[config.mk]
export PLATFORM = sky130hd
export DESIGN_NAME = memory_arbiter
export DESIGN_NICKNAME = d
export VERILOG_FILES = /design/src/rtl/memory_arbiter_pkg.sv /design/src/rtl/memory_arbiter_round_robin_picker.sv /design/src/rtl/memory_arbiter.sv
export SDC_FILE = /design/constraint.sdc
export NUM_CORES = 1
export LEC_CHECK = 0
export ABC_AREA = 1
export BUFFER_PORTS_ARGS = -buffer_cell sky130_fd_sc_hd__buf_2
export CORE_AREA = 2 2 133 135
export DETAILED_ROUTE_END_ITERATION = 10
export DIE_AREA = 0 0 135 137
export PLACE_DENSITY = 0.69
export SYNTH_ARGS = -nofsm -noshare
export SYNTH_HDL_FRONTEND = slang
export SYNTH_SLANG_ARGS = --single-unit
[constraint.sdc]
create_clock -name clock -period 3 [get_ports clock]
set_clock_uncertainty 0.05 [all_clocks]
set_input_delay 0.45 -clock clock [delete_from_list [all_inputs] [get_ports clock]]
set_output_delay 0.45 -clock clock [all_outputs]
set_load 0.005 [all_outputs]
[src/rtl/memory_arbiter_pkg.sv]
// Shared types for the memory arbiter: register-width value type, arbiter
// FSM states and a helper that sizes port-index fields.
package memory_arbiter_pkg;

  localparam int REG_WIDTH = 32;

  typedef logic [REG_WIDTH-1:0] regval_t;

  typedef enum logic [1:0] {
    IDLE,
    ISSUE,
    WAIT
  } arbiter_state_t;

  // Width of a field holding a port index; never narrower than one bit so a
  // single-port build still has a legal owner register.
  function automatic int index_width(input int count);
    return (count > 1) ? $clog2(count) : 1;
  endfunction

endpackage

[src/rtl/memory_arbiter_round_robin_picker.sv]
// Rotating-priority request picker: scans the request vector starting one
// past the last owner, wrapping, and returns the first requester as a one-hot
// winner together with a valid flag.
module round_robin_picker
  import memory_arbiter_pkg::*;
#(
  parameter int PORT_COUNT = 3,
  localparam int INDEX_W = index_width(PORT_COUNT)
) (
  input  logic [PORT_COUNT-1:0] request,
  input  logic [INDEX_W-1:0]    last_owner,
  output logic [PORT_COUNT-1:0] winner,
  output logic                  valid
);

  int                 candidate;
  logic [INDEX_W-1:0] candidate_index;

  // Walk the ports in priority order and keep only the first one asserted.
  always_comb begin
    winner          = '0;
    valid           = 1'b0;
    candidate       = 0;
    candidate_index = '0;
    for (int offset = 1; offset <= PORT_COUNT; offset++) begin
      candidate = int'(last_owner) + offset;
      if (candidate >= PORT_COUNT) begin
        candidate = candidate - PORT_COUNT;
      end
      candidate_index = INDEX_W'(candidate);
      if (!valid && request[candidate_index]) begin
        winner[candidate_index] = 1'b1;
        valid                   = 1'b1;
      end
    end
  end

endmodule

[src/rtl/memory_arbiter.sv]
// Round-robin arbiter giving several requesters access to one memory port,
// with a single transaction outstanding at a time (IDLE -> ISSUE -> WAIT).
// Optional watchdog enabled by defining MEMORY_ARBITER_TIMEOUT_EN: a stuck
// transaction is abandoned after TIMEOUT_CYCLES and reported via error.
module memory_arbiter
  import memory_arbiter_pkg::*;
#(
  parameter int PORT_COUNT     = 3,
  parameter int TIMEOUT_CYCLES = 255
) (
  input  logic                         clock,
  input  logic                         reset_n,
  input  logic [PORT_COUNT-1:0]        req_valid,
  input  logic [PORT_COUNT-1:0]        req_write,
  input  regval_t [PORT_COUNT-1:0]     req_address,
  input  regval_t [PORT_COUNT-1:0]     req_data,
  output logic [PORT_COUNT-1:0]        req_grant,
  output logic [PORT_COUNT-1:0]        resp_valid,
  output regval_t                      resp_data,
  output regval_t                      mem_address,
  output regval_t                      mem_write_data,
  output logic                         mem_read_enable,
  output logic                         mem_write_enable,
  input  logic                         mem_ready,
  input  logic                         mem_done,
  input  regval_t                      mem_read_data,
  output logic                         error
);

  localparam int INDEX_W = index_width(PORT_COUNT);

  // Reject parameter values outside the supported range at elaboration.
  if (PORT_COUNT < 1 || PORT_COUNT > 8) begin : g_bad_port_count
    $error("memory_arbiter: PORT_COUNT must be 1..8");
  end
  if (TIMEOUT_CYCLES < 1 || TIMEOUT_CYCLES > 65535) begin : g_bad_timeout
    $error("memory_arbiter: TIMEOUT_CYCLES must be 1..65535");
  end

  arbiter_state_t          state;
  arbiter_state_t          state_next;
  logic [INDEX_W-1:0]      owner;
  logic [INDEX_W-1:0]      pick_index;
  logic [PORT_COUNT-1:0]   pick_winner;
  logic                    pick_valid;
  regval_t                 cmd_address;
  regval_t                 cmd_data;
  logic                    cmd_write;
  logic                    first_issue;
  logic [PORT_COUNT-1:0]   resp_valid_q;
  regval_t                 resp_data_q;
  logic                    error_q;
  logic                    done_hit;
  logic                    timeout_hit;
  logic                    timeout_fire;

  // The owner register doubles as "last owner" for the rotating priority.
  round_robin_picker #(
    .PORT_COUNT (PORT_COUNT)
  ) picker (
    .request    (req_valid),
    .last_owner (owner),
    .winner     (pick_winner),
    .valid      (pick_valid)
  );

  // Convert the one-hot winner into an index for capture and ownership.
  always_comb begin
    pick_index = '0;
    for (int i = 0; i < PORT_COUNT; i++) begin
      if (pick_winner[i]) begin
        pick_index = INDEX_W'(i);
      end
    end
  end

  assign done_hit = (state == WAIT) && mem_done;

`ifdef MEMORY_ARBITER_TIMEOUT_EN
  logic [15:0] timeout_count;

  assign timeout_hit = ((state == ISSUE) || (state == WAIT)) &&
                       (timeout_count == 16'(TIMEOUT_CYCLES - 1));

  // Count cycles spent on the current transaction, restarting at each capture.
  always_ff @(posedge clock or negedge reset_n) begin
    if (!reset_n) begin
      timeout_count <= '0;
    end else if (state == IDLE) begin
      timeout_count <= '0;
    end else begin
      timeout_count <= timeout_count + 16'd1;
    end
  end
`else
  assign timeout_hit = 1'b0;
`endif

  // A real completion arriving in the same cycle as the watchdog wins.
  assign timeout_fire = timeout_hit && !done_hit;

  // FSM state register.
  always_ff @(posedge clock or negedge reset_n) begin
    if (!reset_n) begin
      state <= IDLE;
    end else begin
      state <= state_next;
    end
  end

  // Next-state selection and the combinational command/grant outputs.
  always_comb begin
    state_next       = state;
    req_grant        = '0;
    mem_read_enable  = 1'b0;
    mem_write_enable = 1'b0;
    case (state)
      IDLE: begin
        if (pick_valid) begin
          state_next = ISSUE;
        end
      end
      ISSUE: begin
        mem_read_enable  = !cmd_write;
        mem_write_enable = cmd_write;
        if (first_issue) begin
          req_grant[owner] = 1'b1;
        end
        if (timeout_fire) begin
          state_next = IDLE;
        end else if (mem_ready) begin
          state_next = WAIT;
        end
      end
      WAIT: begin
        if (done_hit || timeout_fire) begin
          state_next = IDLE;
        end
      end
      default: state_next = IDLE;
    endcase
  end

  // Capture the winning command, track ownership and register responses.
  always_ff @(posedge clock or negedge reset_n) begin
    if (!reset_n) begin
      owner        <= INDEX_W'(PORT_COUNT - 1);
      cmd_address  <= '0;
      cmd_data     <= '0;
      cmd_write    <= 1'b0;
      first_issue  <= 1'b0;
      resp_valid_q <= '0;
      resp_data_q  <= '0;
      error_q      <= 1'b0;
    end else begin
      resp_valid_q <= '0;
      error_q      <= 1'b0;
      if (state == IDLE && pick_valid) begin
        owner       <= pick_index;
        cmd_address <= req_address[pick_index];
        cmd_data    <= req_data[pick_index];
        cmd_write   <= req_write[pick_index];
        first_issue <= 1'b1;
      end
      if (state == ISSUE) begin
        first_issue <= 1'b0;
      end
      if (done_hit) begin
        resp_valid_q[owner] <= 1'b1;
        resp_data_q         <= cmd_write ? '0 : mem_read_data;
      end
      if (timeout_fire) begin
        resp_valid_q[owner] <= 1'b1;
        resp_data_q         <= '0;
        error_q             <= 1'b1;
      end
    end
  end

  assign resp_valid     = resp_valid_q;
  assign resp_data      = resp_data_q;
  assign error          = error_q;
  assign mem_address    = cmd_address;
  assign mem_write_data = cmd_data;

endmodule

==> out/metrics.yaml <==
drt:
  drtIter0Drc: 365
  wl_met2_mm: 10.7
  wl_met3_mm: 1.50
  post-route-drc-count: 0
  detail-route-antenna-nets: 0
  viasPerCell: 4.66
  routed_wl_mm: 21.5
  wl_met1_mm: 8.87
  wl_per_cell_um: 14.0
  top_layer: "met4"
  dr.pass1.iters: 5
  via_count: 7127
layout:
  final_cell_mix: "nand2_1, buf_2, inv_1"
  nets: 1540
  syn_to_final_growth_pct: 33.4
  fin_util_pct: 50.0
  drive_gt1_share_pct: 30.0
  nFillCells: 1760
  final_common_cell: "nand2_1"
  fin_area_um2: 8520
floorplan:
  core_area_um2: 17100
  rows: 48
  die_width_um: 135
  die-area_um2: 18500
  io_pins: 339
  start_util_pct: 37.4
  die_h_um: 137
cts:
  cts_tree: "done"
  cts_made_buffers: 9
  cts_hold_buf: 0
  clockBufferDepth: 2
  htree_levels: 3
  cts_sinks: 105
  post_cts_buffers: 0
  clk_pin_slew_ns: 0.07
  cts_root_buf: "clkbuf_16"
  clk_latency_ns: 0.36
  cts_resized: 0
timing:
  drv_slew: 0
  hold_violations: 0
  tightest_slew_ns: 0.666
  period_share_pct: 88.8
  fmax_mhz: 375
  setup_tns_ns: 0
  finalSetupViolCount: 0
  fin_crit_ns: 2.66
  rsz0062_at_grt: "false"
  setup_ws_ns: 0.335
  slew_headroom_pct: 55.6
critical_path:
  criticalPathCategory: "reg2reg"
  end_kind: "flip-flop"
  slowest_delay_ns: 0.54
  reg2reg_depth: 14
  crit_top_cell: "nand2_1"
  path_buf_inv: 3
  required_ns: 3.19
  cp_top_family: "simple AND/OR/NAND/NOR gates"
  crit_fanout: 37
  cp_slowest_cell: "dfstp_2"
  worstSetupStartpointType: "flip-flop"
  crit_chain: "inv_1 > ha_1 > inv_2 > nand2_1 > nand3_1 > nand2_2 > nand3b_1 > nand2_2 > nand2_1 > nand2_2 > buf_12 > nand2_1 > nand2_1 > nand2_1"
  crit_arrival_ns: 2.86
  worstSetupPathDepth: 14
placement:
  pre_cts_slack_ns: 0.359
  place_congestion: 0.869
  dp_hpwl_mm: 15.5
  placed_area_um2: 8230
  port_buffers: 337
global_route:
  overflow: 0
  grt_first_pass_wirelength_mm: 33.6
  antenna_found_initial: 1
  grt_usage_pct: 23.2
  grt_pass1_vias: 6737
  grt_max_degree: 72
logic_synthesis:
  synth_warnings: 0
  ys_types: 24
  synth_seq_area_share_pct: 41.2
  syn_nets: 1234
  syn-cell-area_um2: 6390
  synthesis.instances: 995
  avgSynthCellArea_um2: 6.42
  ys_ff_latch: 105
power_and_ir_drop:
  p_leak_nw: 5.30
  peakVddDrop_mv: 0.581
  power_density_nw_per_um2: 1160
min_path:
  min_path_type: "in2async"
outcome:
  status: "finished clean"
job:
  maxCapViolations: 0
[power breakdown]
group	internal [mW]	total, mW	switching (mW)
clock network	0.644	1.19	0.547
logic	2.25	6.23	3.97
registers	2.14	2.50	0.361
[per-stage QoR]
step	std cells	hold slack [ns]	power [mW]
after floorplan	995	0.104	6.79
after global placement	1515	0.413	8.68
after detailed placement	1515	0.418	8.83
after CTS	1530	0.0840	10.1
after global routing	1531	0.105	11.0
final	1531	0.0557	9.92
[logic make-up after synthesis]
| group | count (synthesis) | share of synthesized area [%] |
|---|---|---|
| AO/OA/AOI/OAI | 103 | 8.11 |
| adder cells (fa/ha/maj) | 5 | 0.980 |
| buffers and inverters | 206 | 14.0 |
| flip-flops | 105 | 41.2 |
| other | 1 | 0.0587 |
| AND/OR/NAND/NOR | 575 | 35.7 |
[Yosys cell counts]
library cell | count | share of area [%]
nand2_1 | 415 | 24
inv_1 | 133 | 7.8
dfrtp_1 | 104 | 41
nor2_1 | 76 | 4.5
nand3_1 | 74 | 5.8
a21oi_1 | 65 | 5.1
o21ai_0 | 35 | 2.7
buf_2 | 23 | 1.8
clkbuf_1 | 15 | 0.88
buf_4 | 13 | 1.5
inv_2 | 13 | 0.76
buf_6 | 6 | 1.1
ha_1 | 5 | 0.98
buf_1 | 3 | 0.18
nor3_1 | 3 | 0.24
nand2_2 | 2 | 0.20
nand4_1 | 2 | 0.20
o21ai_1 | 2 | 0.16
conb_1 | 1 | 0.059
dfstp_2 | 1 | 0.41
nand3_2 | 1 | 0.16
nand3b_1 | 1 | 0.12
nor2_2 | 1 | 0.098
o31ai_1 | 1 | 0.12
[path summary, 6_finish.rpt]
| path | from | slack (ns) | endpoint |
|---|---|---|---|
| min in group clock | mem_done | 0.25 | state[1] |
| min | reset_n | 0.06 | mem_write_data[25] |
| max | owner[1] | 0.34 | mem_write_data[9] |
| max reg2reg | owner[1] | 0.34 | mem_write_data[9] |
| max in group asynchronous | reset_n | 2.08 | owner[1] |
| min reg2reg | resp_data[3] | 0.43 | resp_data[3] |
[layer usage]
layer,vias up,GRT usage [%]
met2,293,41.5
met3,28,3.89
met1,3208,28.6
met5,-,0
met4,0,6.83
li1,3598,-
[cell type report]
type | count | area [um^2] | area share, %
Antenna cell | 1 | 2.50 | 0.0294
Clock buffer | 10 | 229 | 2.69
Clock inverter | 5 | 57.6 | 0.675
Inverter | 146 | 548 | 6.43
Multi-Input combinational cell | 684 | 2870 | 33.7
Sequential cell | 105 | 2630 | 30.9
Tap cell | 225 | 282 | 3.30
Timing Repair Buffer | 355 | 1900 | 22.3
[flip-flops by register name, summed over array words and instances (netlist names)]
name,count
mem_write_data,32
mem_address,32
resp_data,32
state,2
resp_valid,3
cmd_write,1
first_issue,1
owner,2
(Power assumes the default switching activity.)
